<file path="src/rtl/mem_stage_ctrl_pkg.sv">
// Shared definitions for the MEM stage controller: widths, FSM encoding and
// the address-alignment helper.
package mem_stage_ctrl_pkg;

    localparam int DEFAULT_XLEN    = 32;
    localparam int DEFAULT_TIMEOUT = 64;
    localparam int REG_W           = 5;

    // Memory-access sequencer: IDLE accepts bundles, ACCESS waits for the ack.
    typedef enum logic {
        ST_IDLE   = 1'b0,
        ST_ACCESS = 1'b1
    } state_e;

    // Only whole-word accesses are supported; any low address bit set is an error.
    function automatic logic word_aligned(input logic [1:0] addr_lsbs);
        return addr_lsbs == 2'b00;
    endfunction

endpackage

</file>
<file path="src/rtl/mem_stage_ctrl_mem_wb_reg.sv">
// MEM/WB pipeline register. A load cycle captures a full bundle and marks it
// valid; any other cycle inserts a bubble while the payload fields hold.
module mem_wb_reg
    import mem_stage_ctrl_pkg::*;
#(
    parameter int XLEN = DEFAULT_XLEN
) (
    input  logic             clock,
    input  logic             reset,
    input  logic             iLoad,
    input  logic             iRegWrite,
    input  logic [REG_W-1:0] iRegDest,
    input  logic [XLEN-1:0]  iWBData,
    input  logic [XLEN-1:0]  iIR,
    input  logic [XLEN-1:0]  iPC,
    output logic             oValid,
    output logic             oRegWrite,
    output logic [REG_W-1:0] oRegDest,
    output logic [XLEN-1:0]  oWBData,
    output logic [XLEN-1:0]  oIR,
    output logic [XLEN-1:0]  oPC
);

    logic             valid_q;
    logic             reg_write_q;
    logic [REG_W-1:0] reg_dest_q;
    logic [XLEN-1:0]  wb_data_q;
    logic [XLEN-1:0]  ir_q;
    logic [XLEN-1:0]  pc_q;

    // Bundle capture on load, bubble otherwise; a bubble never writes the register file.
    // NOTE: state is updated with <= so every flop samples the pre-edge values,
    // regardless of the order the statements appear in.
    always_ff @(posedge clock or posedge reset) begin
        if (reset) begin
            valid_q     <= 1'b0;
            reg_write_q <= 1'b0;
            reg_dest_q  <= '0;
            wb_data_q   <= '0;
            ir_q        <= '0;
            pc_q        <= '0;
        end else begin
            valid_q     <= iLoad;
            reg_write_q <= iLoad & iRegWrite;
            if (iLoad) begin
                reg_dest_q <= iRegDest;
                wb_data_q  <= iWBData;
                ir_q       <= iIR;
                pc_q       <= iPC;
            end
        end
    end

    assign oValid    = valid_q;
    assign oRegWrite = reg_write_q;
    assign oRegDest  = reg_dest_q;
    assign oWBData   = wb_data_q;
    assign oIR       = ir_q;
    assign oPC       = pc_q;

endmodule

</file>
<file path="src/rtl/mem_stage_ctrl.sv">
// MEM stage controller: accepts the EX/MEM bundle, runs the data-memory
// req/ack access with a timeout, resolves branch/jump redirect and feeds the
// MEM/WB register. Stalls the front of the pipe while an access is pending.
module mem_stage_ctrl
    import mem_stage_ctrl_pkg::*;
#(
    parameter int XLEN    = DEFAULT_XLEN,
    parameter int TIMEOUT = DEFAULT_TIMEOUT
) (
    input  logic             clock,
    input  logic             reset,
    input  logic             iValid,
    input  logic [XLEN-1:0]  iIR,
    input  logic [XLEN-1:0]  iPC,
    input  logic [XLEN-1:0]  iResult,
    input  logic [XLEN-1:0]  iWriteData,
    input  logic [XLEN-1:0]  iBranch,
    input  logic [XLEN-1:0]  iJump,
    input  logic             iZero,
    input  logic             iBranchs,
    input  logic             iJumps,
    input  logic             iRegWrite,
    input  logic             iMemRead,
    input  logic             iMemWrite,
    input  logic             iMemToReg,
    input  logic [REG_W-1:0] iRegDest,
    output logic             oStall,
    output logic             oRedirect,
    output logic [XLEN-1:0]  oTarget,
    output logic             oMemReq,
    output logic             oMemWe,
    output logic [XLEN-1:0]  oMemAddr,
    output logic [XLEN-1:0]  oMemWData,
    input  logic             iMemAck,
    input  logic [XLEN-1:0]  iMemRData,
    output logic             oMemErr,
    output logic             oValid,
    output logic             oRegWrite,
    output logic [REG_W-1:0] oRegDest,
    output logic [XLEN-1:0]  oWBData,
    output logic [XLEN-1:0]  oIR,
    output logic [XLEN-1:0]  oPC
);

    localparam int              CNT_W    = $clog2(TIMEOUT);
    localparam logic [CNT_W-1:0] CNT_LAST = CNT_W'(TIMEOUT - 1);

    // Fields of the accepted bundle needed once the access completes.
    typedef struct packed {
        logic [XLEN-1:0]  ir;
        logic [XLEN-1:0]  pc;
        logic [REG_W-1:0] reg_dest;
        logic             reg_write;
        logic             mem_to_reg;
        logic             mem_write;
    } held_t;

    state_e           state_q, state_d;
    logic [CNT_W-1:0] cnt_q, cnt_d;
    logic             req_q, req_d;
    logic             we_q, we_d;
    logic [XLEN-1:0]  addr_q, addr_d;
    logic [XLEN-1:0]  wdata_q, wdata_d;
    logic             err_q, err_d;
    held_t            held_q, held_d;

    logic             accept;
    logic             mem_op;
    logic             start_access;
    logic             wb_load;
    logic             wb_reg_write;
    logic [REG_W-1:0] wb_reg_dest;
    logic [XLEN-1:0]  wb_data;
    logic [XLEN-1:0]  wb_ir;
    logic [XLEN-1:0]  wb_pc;

    // Reset gates acceptance so every output reads zero while reset is held.
    assign accept       = iValid & (state_q == ST_IDLE) & ~reset;
    assign mem_op       = iMemRead | iMemWrite;
    assign start_access = accept & mem_op & word_aligned(iResult[1:0]);

    assign oStall    = start_access | (state_q == ST_ACCESS);
    assign oRedirect = accept & (iJumps | (iBranchs & iZero));
    assign oTarget   = oRedirect ? (iJumps ? iJump : iBranch) : '0;

    // Next-state, request fields and MEM/WB load selection.
    // NOTE: every signal written here gets a default first, so no path can
    // leave one unassigned and infer a latch.
    always_comb begin
        state_d      = state_q;
        cnt_d        = cnt_q;
        req_d        = req_q;
        we_d         = we_q;
        addr_d       = addr_q;
        wdata_d      = wdata_q;
        held_d       = held_q;
        err_d        = 1'b0;
        wb_load      = 1'b0;
        wb_reg_write = 1'b0;
        wb_reg_dest  = iRegDest;
        wb_data      = iResult;
        wb_ir        = iIR;
        wb_pc        = iPC;

        case (state_q)
            ST_IDLE: begin
                if (start_access) begin
                    state_d           = ST_ACCESS;
                    cnt_d             = '0;
                    req_d             = 1'b1;
                    we_d              = iMemWrite;
                    addr_d            = iResult;
                    wdata_d           = iWriteData;
                    held_d.ir         = iIR;
                    held_d.pc         = iPC;
                    held_d.reg_dest   = iRegDest;
                    held_d.reg_write  = iRegWrite;
                    held_d.mem_to_reg = iMemToReg;
                    held_d.mem_write  = iMemWrite;
                end else if (accept) begin
                    // Plain ALU result, or a misaligned access reported as an error.
                    wb_load      = 1'b1;
                    wb_reg_write = iRegWrite & ~mem_op;
                    err_d        = mem_op;
                end
            end
            ST_ACCESS: begin
                wb_reg_dest = held_q.reg_dest;
                wb_data     = addr_q;
                wb_ir       = held_q.ir;
                wb_pc       = held_q.pc;
                if (iMemAck || cnt_q == CNT_LAST) begin
                    state_d = ST_IDLE;
                    cnt_d   = '0;
                    req_d   = 1'b0;
                    we_d    = 1'b0;
                    wb_load = 1'b1;
                    if (iMemAck) begin
                        wb_reg_write = held_q.reg_write & ~held_q.mem_write;
                        if (held_q.mem_to_reg) begin
                            wb_data = iMemRData;
                        end
                    end else begin
                        err_d = 1'b1;
                    end
                end else begin
                    cnt_d = cnt_q + CNT_W'(1);
                end
            end
            default: begin
                state_d = ST_IDLE;
            end
        endcase
    end

    // FSM, timeout counter, request outputs and captured bundle fields.
    always_ff @(posedge clock or posedge reset) begin
        if (reset) begin
            state_q <= ST_IDLE;
            cnt_q   <= '0;
            req_q   <= 1'b0;
            we_q    <= 1'b0;
            addr_q  <= '0;
            wdata_q <= '0;
            err_q   <= 1'b0;
            held_q  <= '0;
        end else begin
            state_q <= state_d;
            cnt_q   <= cnt_d;
            req_q   <= req_d;
            we_q    <= we_d;
            addr_q  <= addr_d;
            wdata_q <= wdata_d;
            err_q   <= err_d;
            held_q  <= held_d;
        end
    end

    assign oMemReq   = req_q;
    assign oMemWe    = we_q;
    assign oMemAddr  = addr_q;
    assign oMemWData = wdata_q;
    assign oMemErr   = err_q;

    mem_wb_reg #(
        .XLEN (XLEN)
    ) u_mem_wb_reg (
        .clock     (clock),
        .reset     (reset),
        .iLoad     (wb_load),
        .iRegWrite (wb_reg_write),
        .iRegDest  (wb_reg_dest),
        .iWBData   (wb_data),
        .iIR       (wb_ir),
        .iPC       (wb_pc),
        .oValid    (oValid),
        .oRegWrite (oRegWrite),
        .oRegDest  (oRegDest),
        .oWBData   (oWBData),
        .oIR       (oIR),
        .oPC       (oPC)
    );

endmodule

</file>
<file path="config.mk">
export PLATFORM = sky130hd
export DESIGN_NAME = mem_stage_ctrl
export DESIGN_NICKNAME = d
export VERILOG_FILES = /design/src/rtl/mem_stage_ctrl_pkg.sv /design/src/rtl/mem_stage_ctrl_mem_wb_reg.sv /design/src/rtl/mem_stage_ctrl.sv
export SDC_FILE = /design/constraint.sdc
export NUM_CORES = 1
export LEC_CHECK = 0
export BUFFER_PORTS_ARGS = -buffer_cell sky130_fd_sc_hd__buf_2
export CAP_MARGIN = 30
export CORE_AREA = 5 5 171 173
export CTS_BUF_LIST = sky130_fd_sc_hd__clkbuf_4 sky130_fd_sc_hd__clkbuf_8
export CTS_CLUSTER_DIAMETER = 200
export DETAILED_ROUTE_END_ITERATION = 8
export DIE_AREA = 0 0 176 178
export HOLD_SLACK_MARGIN = 0.06
export PLACE_DENSITY = 0.7
export SLEW_MARGIN = 5
export SYNTH_ARGS = -nofsm -noshare
export SYNTH_HDL_FRONTEND = slang
export SYNTH_HIERARCHICAL = 1
export SYNTH_SLANG_ARGS = --single-unit
</file>
<file path="constraint.sdc">
create_clock -name clock -period 15.6 [get_ports clock]
set_input_delay 4.68 -clock clock [delete_from_list [all_inputs] [get_ports clock]]
set_output_delay 4.68 -clock clock [all_outputs]
set_load 0.01 [all_outputs]
</file>
## After elaboration in Yosys (flattened, before gate mapping)

Cells that the tools add are included.

- Register bits: 249
- Bits of input ports: 240
- Output and inout port bits: 204
- Logic and storage cells: 77

- Add/sub/neg operators: 1
- Equal/unequal tests: 3
- Mux-type cells: 34
- Bitwise logic cells: 16
- Reduce and logical (&&, ||, !) cells: 4

Operator list:

| kind | count |
|---|---|
| 2-to-1 mux 32 bit | 8 |
| 2-to-1 mux 1 bit | 16 |
| 2-to-1 mux 6 bit | 2 |
| case mux 1 bit (2 select lines) | 6 |
| case mux 6 bit (2 select lines) | 1 |
| AND 1 bit | 9 |
| adder 6 x 1 -> 6 bit, second input constant | 1 |
| == test 6 bit, second input constant | 1 |
| 2-to-1 mux 5 bit | 1 |
| inverter 1 bit | 4 |
| AND reduction 2 bit | 2 |
| OR 1 bit | 3 |
| zero test 2 bit | 1 |
| inequality test 2 x 1 -> 1 bit, second input constant | 1 |
| inequality test 2 bit, second input constant | 1 |
| logical OR 1 bit | 1 |

## Depth between registers and ports, before layout

- Word-level depth: 8
- Gate-level depth with buffers: 9
- Depth with buffers taken out: 6

## Cells and area by module

Netlist, hierarchy kept.

By module, submodules not included:

| module | instances | cells each | area an instance (um2) | sequential area each (um2) |
|---|---|---|---|---|
| mem_stage_ctrl | 1 | 891 | 7,671.1 | 3,653.5 |
| mem_wb_reg | 1 | 217 | 3,836.2 | 2,577.5 |

## Worst setup path after synthesis

OpenSTA, ideal clock, no wires.

- Path type: input -> output
- Start point: in iJumps
- End point: out oTarget[11]
- Arrival time: 5.595 ns
- Data required time: 10.920 ns
- Slack: 5.325 ns
- Stages on the path: 4
- Cells stage by stage: buf_2 clkbuf_1 mux2i_1 nor2_1

- Longest elaborated chain between the ends: 3
- Elaborated cells between the ends (all ways): 4
- Those cells by class: 2 x mux; 2 x bitwise

Ends and longest elaborated chain:

| what | RTL line | text |
|---|---|---|
| from (decl) | mem_stage_ctrl.sv:21 | `input logic iJumps,` |
| OR 1 bit | mem_stage_ctrl.sv:83 | `assign oRedirect = accept & (iJumps \| (iBranchs & iZero));` |
| AND 1 bit | mem_stage_ctrl.sv:83 |  |
| 2-to-1 mux 32 bit (*) | mem_stage_ctrl.sv:84 | `assign oTarget = oRedirect ? (iJumps ? iJump : iBranch) : '0;` |
| to (decl) | mem_stage_ctrl.sv:29 | `output logic [XLEN-1:0] oTarget,` |

Every way passes the cells marked *; elsewhere a longest branch is shown, timed or not.

## Final worst setup path

- Start point: in iJumps
- End point: out oTarget[3]

Same word-level chain as after synthesis.

==> summary.txt <==
Global route
  • Largest net degree at the start of global routing: 83
  • GRT overflow: 0
  • Vias in the first global route: about 9800
  • First-pass GRT wire length: 54500 um
  • Initial antenna violation count: 9
  • Total track usage: 21.9%

Place
  • Inst Count DP: roughly 1800
  • DP Wirelength: roughly 25000 um
  • Final GP Congestion: roughly 0.86
  • Dpl ws: between 4 and 5 ns
  • Cell Area, Placed: 13900 um^2
  • IO buf count: about 440

Routing
  • Vias per inst: between 4 and 5
  • DRT Wirelength: about 35000 um
  • Met2 Wirelength: 17900 um
  • Number of remaining DRC errors: 0
  • DR WL met3: 2520 um
  • M1 wire length: between 10000 and 15000 um
  • DR top layer: met5
  • Initial DRT Pass Iterations: 5
  • Avg WL per Cell: approximately 18 um
  • Via count: ~9500
  • DRT iter0 DRCs: 540
  • Post-route ant nets: 0

Yosys
  • Ys Warns: 6
  • Syn avg cell area: around 10 um^2
  • Register bit total from synthesis: between 200 and 250
  • Syn Nets: 1349
  • Netlist cell types: 31
  • Synth Instances: 1108
  • Syn Std Cell Area: around 12000 um^2
  • Sequential element share of the synthesized area: between 50 and 60%

Timing
  • Layout Skew: around 0.03 ns
  • # setup viols final: 0
  • Final Hold Fails: 0
  • Achievable Freq: 91.7 MHz
  • Setup ws final: ~4.7 ns
  • RSZ-0062 raised after global routing: no
  • Tcrit/Tclk final: between 60 and 70%
  • Final setup TNS: 0 ns
  • Worst-margin pin slew: ~0.95 ns
  • Crit path time final: 10.91 ns
  • Slew Limit Headroom: a little over a third
  • Max-slew violation count: 0

Finish
  • Area Overhead vs Synth: 29.7%
  • Layout cells sized above 1: between 40% and 50%
  • Finished Layout Cells: roughly 1900
  • Register Area: ~6200 um^2
  • Multi-input combinational cell area: between 4000 and 5000 um^2
  • Layout fillers: ~2400
  • Final Cell Area: approximately 15000 um^2
  • Layout Nets: between 1500 and 2000

Die
  • Die W: 176 um
  • Total core area: ~27000 um^2
  • Initial core utilization: between 40% and 50%
  • DIE AREA: 31300 um^2
  • IO Pins: around 440
  • Die H: approximately 180 um
  • Num rows: a little over 60

Clock network
  • Clk slew on worst S/H paths: about 0.060 ns
  • Worst skew pair latency: 0.55 ns
  • Setup bufs post-CTS: 0
  • Post-cts resize count: 0
  • CTS Hold Bufs: 0
  • Root buffer cell: clkbuf_8
  • Cts bufs inserted: 44
  • Htree depth: 2
  • Max clock buf depth: 3
  • CTS tree: built
  • Sink Count: approximately 250

Setup path
  • R2R cell count: 7
  • Arr. time, crit path: 6.23 ns
  • Crit path capture type: output port
  • CP required: between 10 and 15 ns
  • WS Path Type: input port to output port
  • Crit-path max FO: 33
  • R2r startpoint: state_q$_DFF_PP0_
  • R2R Path End: u_mem_wb_reg/oIR[19]$_DFFE_PP0P_
  • Reg2Reg Setup Slack: between 10 and 15 ns
  • Startpoint types: input port

Job
  • Total of max-cap violations: 0

Power and ir drop
  • Worst vdd ir: 0.0767 mV
  • PD cells: ~130 nW/um^2
  • Leakage: roughly 8.1 nW
  • Design Power: slightly below 0.002 W

Min path
  • Hold EP: oMemWData[16]$_DFFE_PP0P_
  • Worst min-delay path category: flip-flop to flip-flop
  • Hold Path Stages: 2
  • Worst hold start: oMemWData[16]$_DFFE_PP0P_

Run status
  • Status: finished clean
## worst max-delay path: stages
cell	delay, ns
buf_2	0.70
a21o_1	0.15
nand2_1	0.16
buf_16	0.25
nor2_1	0.13
buf_2	0.14
## state kept, by name (all words and copies together) (netlist names)
name and count:
held_q 72, u_mem_wb_reg/oPC 32, u_mem_wb_reg/oWBData 32, u_mem_wb_reg/oRegWrite 1, oMemAddr 32, u_mem_wb_reg/oRegDest 5
oMemReq 1, state_q 1, cnt_q 6, oMemErr 1, u_mem_wb_reg/oValid 1, oMemWData 32
oMemWe 1, u_mem_wb_reg/oIR 32
## power breakdown
group	internal, W	switching (W)	total (W)	leakage [nW]
logic	0.000195	0.000228	0.000423	4.53
registers	0.000782	0.0000742	0.000856	3.07
clock network	0.000373	0.000272	0.000645	0.522
## layout by cell type (no fill, tap or decap), types with 12 or more instances in the layout
cell      count
a21oi_1      35
buf_2       443
clkbuf_4     12
clkbuf_8     60
dfrtp_1     248
mux2_1       79
mux2_2       91
mux2i_1      64
nand2_1     408
nor2_1       69
## synth_stat cells (all sizes together)
cell / count / share of area, %
o22ai: 3 / 0.16
inv: 4 / 0.13
mux2i: 64 / 5.6
or2: 2 / 0.11
nor3: 1 / 0.043
clkbuf: 17 / 0.55
nand3: 4 / 0.17
nor2: 69 / 2.3
dfrtp: 249 / 54
a21oi: 35 / 1.5
and2: 5 / 0.27
mux2: 170 / 17
a31o: 1 / 0.076
nand3b: 1 / 0.065
and3: 2 / 0.11
a31oi: 1 / 0.054
a21o: 4 / 0.26
ha: 1 / 0.11
o2bb2ai: 1 / 0.076
nand2: 409 / 13
o31ai: 1 / 0.065
o21ai: 6 / 0.26
o32ai: 1 / 0.076
nand4b: 1 / 0.076
nor3b: 1 / 0.16
buf: 51 / 3.5
nand2b: 4 / 0.22
## cells by family after synthesis
group	after synthesis	synth area share, %
AOI/OAI and AO/OA	53	2.56
and+or+nand+nor	499	16.8
buffers and inverters	72	4.16
muxes	234	22.2
adders and majority gates	1	0.109
DFF	249	54.1
## how the worst max path moves through the flow
| stage | startpoint | slack (ns) | cells after the start | endpoint |
|---|---|---|---|---|
| finish | iJumps | 4.69 | 6 | oTarget[3] |
| global route | iJumps | 4.57 | 6 | oTarget[3] |
| CTS | iJumps | 4.26 | 5 | oTarget[3] |
| detailed placement | reset | 4.26 | 5 | oTarget[3] |
| global placement | reset | 4.37 | 5 | oTarget[26] |
| floorplan | iJumps | 5.33 | 4 | oTarget[11] |
## layout make-up
class                   instances  share of cell area (%)
repair buffers                456                    16.2
flip-flops and latches        249                    41.8
diodes                          3                  0.0503
clock buffers                  72                    6.14
inverters                       4                   0.151
clock inverters                 8                   0.394
multi-input cells             787                    32.4
well taps                     346                    2.90
## stage by stage
stage	utilization (%)	hold slack, ns
finish	54.3	0.469
global route	54.3	0.486
CTS	54.0	0.471
detailed placement	50.5	0.456
global placement	50.2	0.451
floorplan	-	0.439
## routing by layer
| metal | track usage (%) | vias to the layer above |
|---|---|---|
| met1 | 26.2 | 4571 |
| met2 | 39.7 | 387 |
| met5 | 0 | - |
| met3 | 4.87 | 71 |
| li1 | - | 4499 |
| met4 | 6.24 | 4 |
No activity file was read; power rests on OpenSTA's default activity.
